===== config.mk =====
export PLATFORM = sky130hd
export DESIGN_NAME = otter_crypto_seq_flat
export DESIGN_NICKNAME = d
export VERILOG_FILES = /design/src/rtl/otter_crypto_seq_if.sv /design/src/rtl/otter_crypto_seq.sv /design/src/flat_wrapper.sv
export SDC_FILE = /design/constraint.sdc
export NUM_CORES = 1
export LEC_CHECK = 0
export ABC_AREA = 1
export CORE_ASPECT_RATIO = 0.75
export CORE_MARGIN = 2
export CORE_UTILIZATION = 56
export DETAILED_ROUTE_END_ITERATION = 7
export DONT_BUFFER_PORTS = 1
export PLACE_DENSITY = 0.71
export SYNTH_ARGS = -nofsm -noshare
export SYNTH_HDL_FRONTEND = slang
export SYNTH_SLANG_ARGS = --single-unit

===== constraint.sdc =====
create_clock -name CLK -period 6.2 [get_ports CLK]
set_input_delay 1.24 -clock CLK [delete_from_list [all_inputs] [get_ports CLK]]
set_output_delay 1.24 -clock CLK [all_outputs]
set_load 0.01 [all_outputs]

===== src/rtl/otter_crypto_seq_if.sv =====
// Handshake and data bundle between execute stage and crypto unit.
// Master drives the instruction side, slave returns stall/result.
interface otter_crypto_seq_if #(
    parameter int WIDTH = 32
);
    logic             CRYPTO_VALID;
    logic [6:0]       CRYPTO_OPCODE;
    logic [2:0]       CRYPTO_FUNC3;
    logic             CRYPTO_FLUSH;
    logic [WIDTH-1:0] DATA_IN;
    logic [WIDTH-1:0] KEY_IN;
    logic             STALL;
    logic             BUSY;
    logic [WIDTH-1:0] RESULT;
    logic             RESULT_VALID;
    logic             ERR;

    modport master (
        output CRYPTO_VALID, CRYPTO_OPCODE, CRYPTO_FUNC3,
        output CRYPTO_FLUSH, DATA_IN, KEY_IN,
        input  STALL, BUSY, RESULT, RESULT_VALID, ERR
    );

    modport slave (
        input  CRYPTO_VALID, CRYPTO_OPCODE, CRYPTO_FUNC3,
        input  CRYPTO_FLUSH, DATA_IN, KEY_IN,
        output STALL, BUSY, RESULT, RESULT_VALID, ERR
    );
endinterface


===== src/rtl/otter_crypto_seq.sv =====
// Multi-cycle ENCRY execution unit: one cipher round per cycle,
// stalls the core while running, pulses RESULT_VALID when done.
module otter_crypto_seq #(
    parameter int WIDTH  = 32,
    parameter int ROUNDS = 8,
    parameter int ROT    = 5
) (
    input  logic CLK,
    input  logic RST,
    otter_crypto_seq_if.slave bus
);
    localparam int unsigned W = WIDTH;
    localparam logic [6:0] OP_ENCRY = 7'b1011011;
    localparam logic [2:0] F3_ENC = 3'b010;
    localparam logic [2:0] F3_DEC = 3'b011;
    localparam logic [7:0] LAST = 8'(ROUNDS - 1);

    typedef enum logic [1:0] {
        IDLE,
        RUN,
        DONE
    } state_t;

    state_t state_q, state_d;

    logic [WIDTH-1:0] data_q, key_q, result_q;
    logic [WIDTH-1:0] rk, d_enc, d_dec, d_next;
    logic             dec_q;
    logic [7:0]       cnt_q;
    logic             hit, legal, accept, last;
    logic             stall_c, err_c;

    function automatic logic [WIDTH-1:0] rotl(
        input logic [WIDTH-1:0] x,
        input int unsigned      s
    );
        int unsigned a;
        a = s % W;
        if (a == 0) return x;
        return (x << a) | (x >> (W - a));
    endfunction

    function automatic logic [WIDTH-1:0] rotr(
        input logic [WIDTH-1:0] x,
        input int unsigned      s
    );
        int unsigned a;
        a = s % W;
        if (a == 0) return x;
        return (x >> a) | (x << (W - a));
    endfunction

    assign hit = bus.CRYPTO_VALID && (bus.CRYPTO_OPCODE == OP_ENCRY);
    assign legal = (bus.CRYPTO_FUNC3 == F3_ENC) ||
                   (bus.CRYPTO_FUNC3 == F3_DEC);
    assign accept = (state_q == IDLE) && hit && legal &&
                    !bus.CRYPTO_FLUSH;
    assign last = dec_q ? (cnt_q == 8'd0) : (cnt_q == LAST);

    // Round key and both round directions for the current counter.
    always_comb begin
        rk     = rotl(key_q, 32'(cnt_q));
        d_enc  = rotl(data_q ^ rk, 32'(ROT)) + rk;
        d_dec  = rotr(data_q - rk, 32'(ROT)) ^ rk;
        d_next = dec_q ? d_dec : d_enc;
    end

    // State register.
    always_ff @(posedge CLK or posedge RST) begin
        if (RST) state_q <= IDLE;
        else     state_q <= state_d;
    end

    // Next-state and combinational stall/error outputs.
    always_comb begin
        state_d = state_q;
        stall_c = 1'b0;
        err_c   = 1'b0;
        unique case (state_q)
            IDLE: begin
                if (hit && !bus.CRYPTO_FLUSH) begin
                    if (legal) begin
                        state_d = RUN;
                        stall_c = 1'b1;
                    end else begin
                        err_c = 1'b1;
                    end
                end
            end
            RUN: begin
                stall_c = 1'b1;
                if (bus.CRYPTO_FLUSH) state_d = IDLE;
                else if (last)        state_d = DONE;
            end
            DONE: state_d = IDLE;
            default: state_d = IDLE;
        endcase
    end

    // Operand latch, round iteration and result capture.
    always_ff @(posedge CLK or posedge RST) begin
        if (RST) begin
            data_q   <= '0;
            key_q    <= '0;
            dec_q    <= 1'b0;
            cnt_q    <= 8'd0;
            result_q <= '0;
        end else if (accept) begin
            data_q <= bus.DATA_IN;
            key_q  <= bus.KEY_IN;
            dec_q  <= bus.CRYPTO_FUNC3[0];
            cnt_q  <= bus.CRYPTO_FUNC3[0] ? LAST : 8'd0;
        end else if (state_q == RUN && !bus.CRYPTO_FLUSH) begin
            data_q <= d_next;
            cnt_q  <= dec_q ? cnt_q - 8'd1 : cnt_q + 8'd1;
            if (last) result_q <= d_next;
        end
    end

    // Reset forces the combinational outputs low as well.
    assign bus.STALL        = stall_c & ~RST;
    assign bus.ERR          = err_c & ~RST;
    assign bus.BUSY         = (state_q == RUN);
    assign bus.RESULT_VALID = (state_q == DONE);
    assign bus.RESULT       = result_q;

endmodule

===== src/flat_wrapper.sv =====
// flat-port wrapper written by rule: the top's interface ports become plain ports
module otter_crypto_seq_flat 
#(
    parameter int WIDTH  = 32,
    parameter int ROUNDS = 8,
    parameter int ROT    = 5
)
  (CLK, RST, bus_CRYPTO_VALID, bus_CRYPTO_OPCODE, bus_CRYPTO_FUNC3, bus_CRYPTO_FLUSH, bus_DATA_IN, bus_KEY_IN, bus_STALL, bus_BUSY, bus_RESULT, bus_RESULT_VALID, bus_ERR);
  otter_crypto_seq_if #(.WIDTH(WIDTH)) bus_i ();
  input  logic CLK;
  input  logic RST;
  input wire logic [$bits(bus_i.CRYPTO_VALID)-1:0] bus_CRYPTO_VALID;
  input wire logic [$bits(bus_i.CRYPTO_OPCODE)-1:0] bus_CRYPTO_OPCODE;
  input wire logic [$bits(bus_i.CRYPTO_FUNC3)-1:0] bus_CRYPTO_FUNC3;
  input wire logic [$bits(bus_i.CRYPTO_FLUSH)-1:0] bus_CRYPTO_FLUSH;
  input wire logic [$bits(bus_i.DATA_IN)-1:0] bus_DATA_IN;
  input wire logic [$bits(bus_i.KEY_IN)-1:0] bus_KEY_IN;
  output wire logic [$bits(bus_i.STALL)-1:0] bus_STALL;
  output wire logic [$bits(bus_i.BUSY)-1:0] bus_BUSY;
  output wire logic [$bits(bus_i.RESULT)-1:0] bus_RESULT;
  output wire logic [$bits(bus_i.RESULT_VALID)-1:0] bus_RESULT_VALID;
  output wire logic [$bits(bus_i.ERR)-1:0] bus_ERR;
  assign bus_i.CRYPTO_VALID = bus_CRYPTO_VALID;
  assign bus_i.CRYPTO_OPCODE = bus_CRYPTO_OPCODE;
  assign bus_i.CRYPTO_FUNC3 = bus_CRYPTO_FUNC3;
  assign bus_i.CRYPTO_FLUSH = bus_CRYPTO_FLUSH;
  assign bus_i.DATA_IN = bus_DATA_IN;
  assign bus_i.KEY_IN = bus_KEY_IN;
  assign bus_STALL = bus_i.STALL;
  assign bus_BUSY = bus_i.BUSY;
  assign bus_RESULT = bus_i.RESULT;
  assign bus_RESULT_VALID = bus_i.RESULT_VALID;
  assign bus_ERR = bus_i.ERR;
  otter_crypto_seq #(.WIDTH(WIDTH), .ROUNDS(ROUNDS), .ROT(ROT)) u_core (.CLK(CLK), .RST(RST), .bus(bus_i));
endmodule

After elaboration in Yosys (flattened, before gate mapping)
Cells that the tools add are included.
- add/sub/neg operators: 5
- equality and inequality tests: 9
- shifts and indexed selects: 2
- muxes and demuxes: 22
- bitwise operators: 9
- reduce and logical (&&, ||, !) cells: 14
- operators with widths (kind ; count):
    32-bit 2-to-1 mux ; 5
    32-bit XOR ; 2
    32-bit adder ; 1
    32-bit logical NOT ; 1
    27-bit by 32-bit bitwise OR with 32-bit output ; 1
    32-bit bitwise OR ; 1
    32-bit by 5-bit bitwise OR with 32-bit output ; 1
    32-bit by 5-bit << shifter with 32-bit output ; 1
    32-bit by 32-bit right shift with 32-bit output ; 1
    32-bit subtractor ; 1
    8-bit 2-to-1 mux ; 3
    8-bit by 1-bit adder with 8-bit output, second input constant ; 1
    8-bit by 3-bit equality test with 1-bit output, second input constant ; 1
    8-bit logical NOT ; 1
    2-bit 2-to-1 mux ; 4
    8-bit by 1-bit subtractor with 8-bit output, second input constant ; 1
    7-bit equality test, second input constant ; 1
    1-bit 2-to-1 mux ; 7
    6-bit by 5-bit subtractor with 7-bit output, first input constant ; 1
    3-bit by 2-bit equality test with 1-bit output, second input constant ; 2
    1-bit logical AND ; 6
    3-bit AND reduction ; 2
    2-bit one-hot mux with 2 select lines ; 1
    3-bit 2-to-1 mux ; 1
    other kinds (12) ; 14
- register bits after elaboration: 107
- input port bits: 78
- output and inout port bits: 36
- word-level logic and storage cells: 67

Longest topological paths before layout
- depth after elaboration: 10
- depth in mapped cells: 37
- mapped depth without buffers: 33

Worst setup path before layout
No wires, ideal clock.
- kind: input port to output port
- start: in RST
- end: out bus_ERR
- arrival time: 3931 ps
- data required time: 4960 ps
- path slack: 1029 ps
- stages on the path: 3
- path buffers: 0
- cell sequence: inv_1 > nand3_1 > nor2_1
- word-level cells in the longest chain between the ends: 2
- RTL lines (item ; line ; source):
    from (decl) ; flat_wrapper.sv:11 ; input logic RST;
    1-bit NOT ; otter_crypto_seq.sv:122 ; assign bus.ERR = err_c & ~RST;
    1-bit bitwise AND ; otter_crypto_seq.sv:122 ;
    to (decl) ; flat_wrapper.sv:22 ; output wire logic [$bits(bus_i.ERR)-1:0] bus_ERR;
No other way between the ends.

Final worst setup path
- start: reg u_core.cnt_q[0]
- end: reg u_core.data_q[29]
- word-level cells in the longest chain between the ends: 10
- elaborated cells on any way between the ends: 16
- classes of those cells: 3 x add/sub; 2 x shift; 5 x mux; 5 x bitwise; 1 x reduce/logical
- RTL lines (item ; line ; source):
    from (decl) ; otter_crypto_seq.sv:29 ; logic [7:0] cnt_q;
    from (signal assigned) ; otter_crypto_seq.sv:112 ; cnt_q <= bus.CRYPTO_FUNC3[0] ? LAST : 8'd0;
    from (signal assigned) ; otter_crypto_seq.sv:115 ; cnt_q <= dec_q ? cnt_q - 8'd1 : cnt_q + 8'd1;
    6-bit by 5-bit subtractor with 7-bit output ; otter_crypto_seq.sv:40 ; return (x << a) | (x >> (W - a));
    32-bit by 32-bit right shift with 32-bit output ; otter_crypto_seq.sv:40 ;
    32-bit bitwise OR ; otter_crypto_seq.sv:40 ;
    32-bit 2-to-1 mux * ; otter_crypto_seq.sv:40 ;
    32-bit XOR or 32-bit subtractor (tied branches) ; otter_crypto_seq.sv:63, otter_crypto_seq.sv:64 ;
    32-bit by 5-bit bitwise OR with 32-bit output or 27-bit by 32-bit bitwise OR with 32-bit output (tied branches) ; otter_crypto_seq.sv:40, otter_crypto_seq.sv:50 ;
    32-bit adder or 32-bit XOR (tied branches) ; otter_crypto_seq.sv:63, otter_crypto_seq.sv:64 ;
    32-bit 2-to-1 mux * ; otter_crypto_seq.sv:65 ; d_next = dec_q ? d_dec : d_enc;
    32-bit 2-to-1 mux * ; otter_crypto_seq.sv:113 ; end else if (state_q == RUN && !bus.CRYPTO_FLUSH) begin
    32-bit 2-to-1 mux * ; otter_crypto_seq.sv:108 ; end else if (accept) begin
    to (signal assigned) ; otter_crypto_seq.sv:109 ; data_q <= bus.DATA_IN;
    to (signal assigned) ; otter_crypto_seq.sv:114 ; data_q <= d_next;
    to (decl) ; otter_crypto_seq.sv:26 ; logic [WIDTH-1:0] data_q, key_q, result_q;
Every way passes the cells marked *; elsewhere a longest branch is shown, timed or not. The select of a mux whose other input is x is not followed.
A chain may end at the register's enable or synchronous reset.

==> out/qor.txt <==
DRT
--------------------------------------------------------------------------------------
Number of DRC markers in iteration 0                                              2442
Routed Antenna Nets                                                                  0
Number of iterations in the first detailed-routing pass                              6
Mean routed wirelength per cell                                               22.62 um
DRC Markers                                                                          0
Routed wire length                                                            54880 um
DR vias                                                                          15330
Vias per inst                                                                    6.317

FINISH
--------------------------------------------------------------------------------------
Final core area utilization                                                     58.94%
Number of nets at the end of the flow                                             2274
Diode insertion count for antenna repair                                             0
Leading cell type in the layout, fill and taps excluded                        nand2_1
Fraction of layout instances using a drive strength above 1                     7.761%
Final instance area                                                        13560 sq um
Commonest cells after routing, fill and taps aside                        nand2_1 (750), nand3_1 (258), inv_1 (208)
Area overhead of the layout relative to synthesis                               3.181%

CLOCK TREE
--------------------------------------------------------------------------------------
Clk_lat worst skew                                                             0.39 ns
H-tree levels                                                                        3
Clock-pin transition on the worst setup and hold timing paths                  0.09 ns
Number of hold-repair buffers added at the cts stage                                 0
Clock sinks                                                                        107
TritonCTS clock tree                                                             built
Maximum root-to-sink buffer count                                                    2
Clock Tree Root                                                              clkbuf_16
Number of buffers created by CTS                                                     9
Cells resized by post-CTS repair                                                     0
Number of post-CTS setup repair buffers                                              0

WORST SETUP PATH
--------------------------------------------------------------------------------------
Stage delay of the slowest cell on the critical path                           0.74 ns
Worst-case register-to-register setup slack                                    0.53 ns
Cell repeated most along the worst path                                        nand2_1
Endpoint of the worst-slack reg-to-reg timing path                        u_core.data_q[29]
Launch point of the critical path                                         u_core.cnt_q[0]
Depth of the most critical reg-to-reg path                                          28
R2r startpoint                                                            u_core.cnt_q[0]
Critical setup path kind                                                    reg -> reg
Slowest-stage cell, CP                                                         o21ai_0
Critical path destination                                                 u_core.data_q[29]
Kind of launch point of the worst setup path                                      flop
Type of destination of the critical path                                          flop
Worst path arrival time                                                        5.99 ns
Max FO, Critical Path                                                               19
Required time of the critical path                                             6.52 ns

STA
--------------------------------------------------------------------------------------
Transition time of the tightest slew-check pin                                1.103 ns
Min cycle time layout                                                         5.670 ns
Max-Slew Margin vs Limit                                                        26.14%
Number of endpoints with negative hold slack in the final report                     0
Final-report max-slew violation count                                                0
Period utilization                                                              91.45%
Post-Route Skew                                                             0.02629 ns
RSZ-0062 raised after global routing                                                no
Number of endpoints failing setup at the final stage                                 0
Total negative slack for setup checks                                             0 ns
Fmax                                                                        0.1764 GHz

DIE
--------------------------------------------------------------------------------------
Horizontal extent of the die                                                  180.9 um
Floorplan core area                                                        23000 sq um
Io pins                                                                            114
Standard-cell row count                                                             48
Die area                                                                   24720 sq um
Initial core utilization                                                        57.12%
Y dimension of the die                                                        136.7 um

GRT
--------------------------------------------------------------------------------------
M2 GR Usage                                                                     57.10%
GRT Total Usage                                                                 43.73%
Vias in the first global route                                                   13620
Number of antenna violations at the first check in global routing                    0
Global Route met1 Usage                                                         62.97%
Largest net degree at the start of global routing                                   64
Layer with the highest usage after global routing                                 met1
GRT Residual Overflow                                                                0
Met3 usage                                                                      22.33%
Wire length of the first global-routing pass                                  81310 um

SYNTH
--------------------------------------------------------------------------------------
Flip-flop and latch count after synthesis                                          107
Cell count after synthesis                                                        2173
Post-synth ARST share                                                           100.0%
Nets in the synthesized netlist                                                   2326
Mapped Avg Cell Area                                                       6.046 sq um
Cell types with the largest area share after synthesis                    nand2_1 (21%), dfrtp_1 (20%), nand3_1 (9.8%)
Proportion of synthesized chip area in sequential cells                         20.38%
Top cell type by total area after synthesis                                    nand2_1
Count of synthesis-stage warnings from yosys                                         0
Proportion of netlist area held by the largest area contributor                 21.43%
Top_reg_cell synth                                                             dfrtp_1
Number of distinct standard cells referenced by the synthesized netlist             57
Post-synth EDFFs                                                                     0
Post-synthesis cell area                                                   13140 sq um

MIN PATH
--------------------------------------------------------------------------------------
Worst Hold Class                                                            reg -> reg
Start point of the worst min-delay path                                   u_core.data_q[0]

POWER
--------------------------------------------------------------------------------------
Power density cells                                                       281.8 nW/um^2
Worst IR Drop VDD                                                             173.2 uV
Leakage dissipation                                                           7.394 nW

PLACEMENT
--------------------------------------------------------------------------------------
Final estimated routing congestion in global placement                           1.095
Detailed-placement wirelength estimate                                        44350 um
Total placed instance area                                                 13220 sq um
Count of input and output buffers                                                    0

FLOW RUN
--------------------------------------------------------------------------------------
Max-capacitance violation count                                                      0

RUN STATUS
--------------------------------------------------------------------------------------
Run status                                                                   completed

## synth_stat cells (23+ instances only)
master    count
a21oi_1      91
a22o_1       30
buf_2        46
clkbuf_1     23
dfrtp_1     107
ha_1         72
inv_1       209
nand2_1     750
nand2_2      24
nand3_1     258
nand4_1      24
nor2_1      131
o211ai_1     36
o21ai_0     100
or2_2        28
xor2_1       23
## flip-flops by register name, summed over array words and instances (netlist names)
| register | cells |
|---|---|
| u_core.dec_q | 1 |
| u_core.state_q | 2 |
| u_core.data_q | 32 |
| u_core.bus.RESULT | 32 |
| u_core.cnt_q | 8 |
| u_core.key_q | 32 |
## through the flow
stage	total power [mW]	hold slack [ns]	cells	worst slack (ns)
after floorplan	2.329	0.4652	2173	1.029
after global placement	2.987	0.4905	2410	0.6554
after detailed placement	2.995	0.4971	2410	0.7185
after CTS	3.676	0.5209	2426	0.6762
after global routing	4.024	0.5506	2426	0.1490
final	3.820	0.5290	2426	0.5298
## worst max-delay path: cells and delay by family, from the launching register on
kind / cells / cell delay [ns]
DFF: 1 / 0.43
AOI/OAI and AO/OA: 3 / 1.07
buffers and inverters: 7 / 1.30
adders and majority gates: 4 / 1.13
and+or+nand+nor: 14 / 1.65
## power breakdown
| group | leakage (nW) | internal, mW | switching, mW |
|---|---|---|---|
| Clock | 0.163 | 0.335 | 0.348 |
| Combinational | 5.83 | 0.684 | 1.73 |
| Sequential | 1.41 | 0.710 | 0.0185 |
## worst min-delay path by stage
stage	slack, ns	depth (start not counted)	endpoint
2_1_floorplan	0.47	2	u_core.data_q[0]
3_3_place_gp	0.49	2	u_core.data_q[0]
3_5_place_dp	0.50	2	u_core.data_q[0]
4_1_cts	0.52	2	u_core.data_q[0]
5_1_grt	0.55	2	u_core.data_q[0]
6_report	0.53	2	u_core.data_q[0]
## kinds of logic (layout without fill, tap and decap cells)
logic type | Yosys count | count (layout) | share of synthesized area (%)
flip-flops | 107 | 107 | 20.38
adder cells (fa/ha/maj) | 75 | 75 | 7.314
XOR/XNOR | 30 | 30 | 2.171
buffers and inverters | 319 | 272 | 10.58
AO/OA/AOI/OAI | 358 | 358 | 17.00
multiplexers | 1 | 1 | 0.07619
AND/OR/NAND/NOR | 1283 | 1283 | 42.48
## layout make-up
| type | count | area, sq um |
|---|---|---|
| Fill cell | 2265 | 9445 |
| Multi-Input combinational cell | 1747 | 9081 |
| Sequential cell | 107 | 2679 |
| Inverter | 228 | 863.3 |
| Tap cell | 300 | 375.4 |
| Clock buffer | 9 | 225.2 |
| Timing Repair Buffer | 28 | 222.7 |
| Clock inverter | 7 | 110.1 |
## per-layer routing
layer | share of wire, % | vias to the layer above
met5 | 0 | -
met4 | 2.3 | 0
met3 | 18 | 107
met2 | 37 | 1159
met1 | 43 | 7013
li1 | - | 7046
Power figures use the tool's default switching activity.
==> RTL edit, RTL diff (same flow settings) <==
`WIDTH` is set to 32 in 3 places; all go to 16.
--- a/src/rtl/otter_crypto_seq_if.sv
+++ b/src/rtl/otter_crypto_seq_if.sv
@@ -3,3 +3,3 @@
 interface otter_crypto_seq_if #(
-    parameter int WIDTH = 32
+    parameter int WIDTH = 16
 );
--- a/src/rtl/otter_crypto_seq.sv
+++ b/src/rtl/otter_crypto_seq.sv
@@ -3,3 +3,3 @@
 module otter_crypto_seq #(
-    parameter int WIDTH  = 32,
+    parameter int WIDTH  = 16,
     parameter int ROUNDS = 8,
--- a/src/flat_wrapper.sv
+++ b/src/flat_wrapper.sv
@@ -3,3 +3,3 @@
 #(
-    parameter int WIDTH  = 32,
+    parameter int WIDTH  = 16,
     parameter int ROUNDS = 8,
Ports: changed (resized bus_DATA_IN, bus_KEY_IN and bus_RESULT); port bits go from 114 to 66. The function was not compared with the original's and may differ.
==> RTL edit against the original RTL <==
Die area fell by 54%; non-clock buffer count fell by 20; sequential cell count decreased by 48; total power is 53% lower; worst setup slack better by 0.39 ns; critical endpoint is now u_core.bus.RESULT[14]; sequential power down 44%; cell area fell by 54%; wire length shrank 64%; count of clock-buffer cells in the layout rose by 2; clock skew down 0.015 ns; worst hold slack worse by 0.0088 ns; synthesized area down 56%; sequential share of layout area is 4.0 points higher.
==> RTL edit: results (changes against the original RTL) <==
- WHS Endpoint: u_core.cnt_q[5]
- Worst path slowest cell: dfrtp_1
- Wire length of the first global-routing pass: 31300 um (-61%)
- CTS clock-pin slew for the worst setup and hold paths: 0.05 ns (-0.04 ns)
- Status: finished clean
- Cell family with most CP delay: compound AO/OA/AOI/OAI gates
- DRT met1 WL: 9060 um (-62%)
- Switching power total: 0.773 mW (-63%)
- Crit path DAT: 5.55 ns (-0.44 ns)
- Initial DRC Count: 628 (-74%)
- Final Worst Setup Slack: 0.922 ns (+0.393 ns)
- Overall routing resource usage: 36.7% (-7.0 points)
- R2R cell count: 24 (-14%)
- Met3 GRT Util: 9.36% (-13 points)
- Static Leakage: 3.38 nW (-54%)
- Clock Skews: 0.0112 ns (-0.0151 ns)
- Via/cell ratio: 6.05 (-4.2%)
- Post-synthesis net count: 1002 (-57%)
- Synth top cells by count: nand2_1, inv_1, nor2_1
- Gate Count Post-Synth: 915 (-58%)
- Post-DP HPWL: 15800 um (-64%)
- Routing usage on met2: 53.5% (-3.6 points)
- Nets: 990 (-56%)
- Int Pwr: 1.03 mW (-40%)
- Placed Area: 5900 um^2 (-55%)
- Final Wtd Congestion: 1.08 (-1.4%)
RTL edit: cell count changes after synthesis, sizes merged, moves of 40 or more:
cell   before  now
a21oi      93   50
inv       225  107
dfrtp     107   59
o21ai     137   73
buf        68   17
nor2      136   96
nand3     270   74
nand2     778  276
RTL edit: cell type report:
class | instances | area, um^2
Fill cell | 1000 | 4000
Clock inverter | 5 | 77.6
Multi-Input combinational cell | 716 | 3780
Timing Repair Buffer | 8 | 60.1
Inverter | 109 | 412
Clock buffer | 11 | 233
Sequential cell | 59 | 1480
Tap cell | 136 | 170
RTL edit: logic make-up after synthesis:
group	Yosys count	synth area share, %
and+or+nand+nor	475	33.7
AOI/OAI and AO/OA	172	17.4
buffers and inverters	140	9.87
DFF	59	25.3
adders and majority gates	41	9.18
xor gates and xnor gates	26	4.16
muxes	2	0.343
RTL edit: tightest hold or removal path: stages (launching register included):
cell	delay (ns)
dfrtp_1	0.36
nand2_1	0.06
o31ai_1	0.06
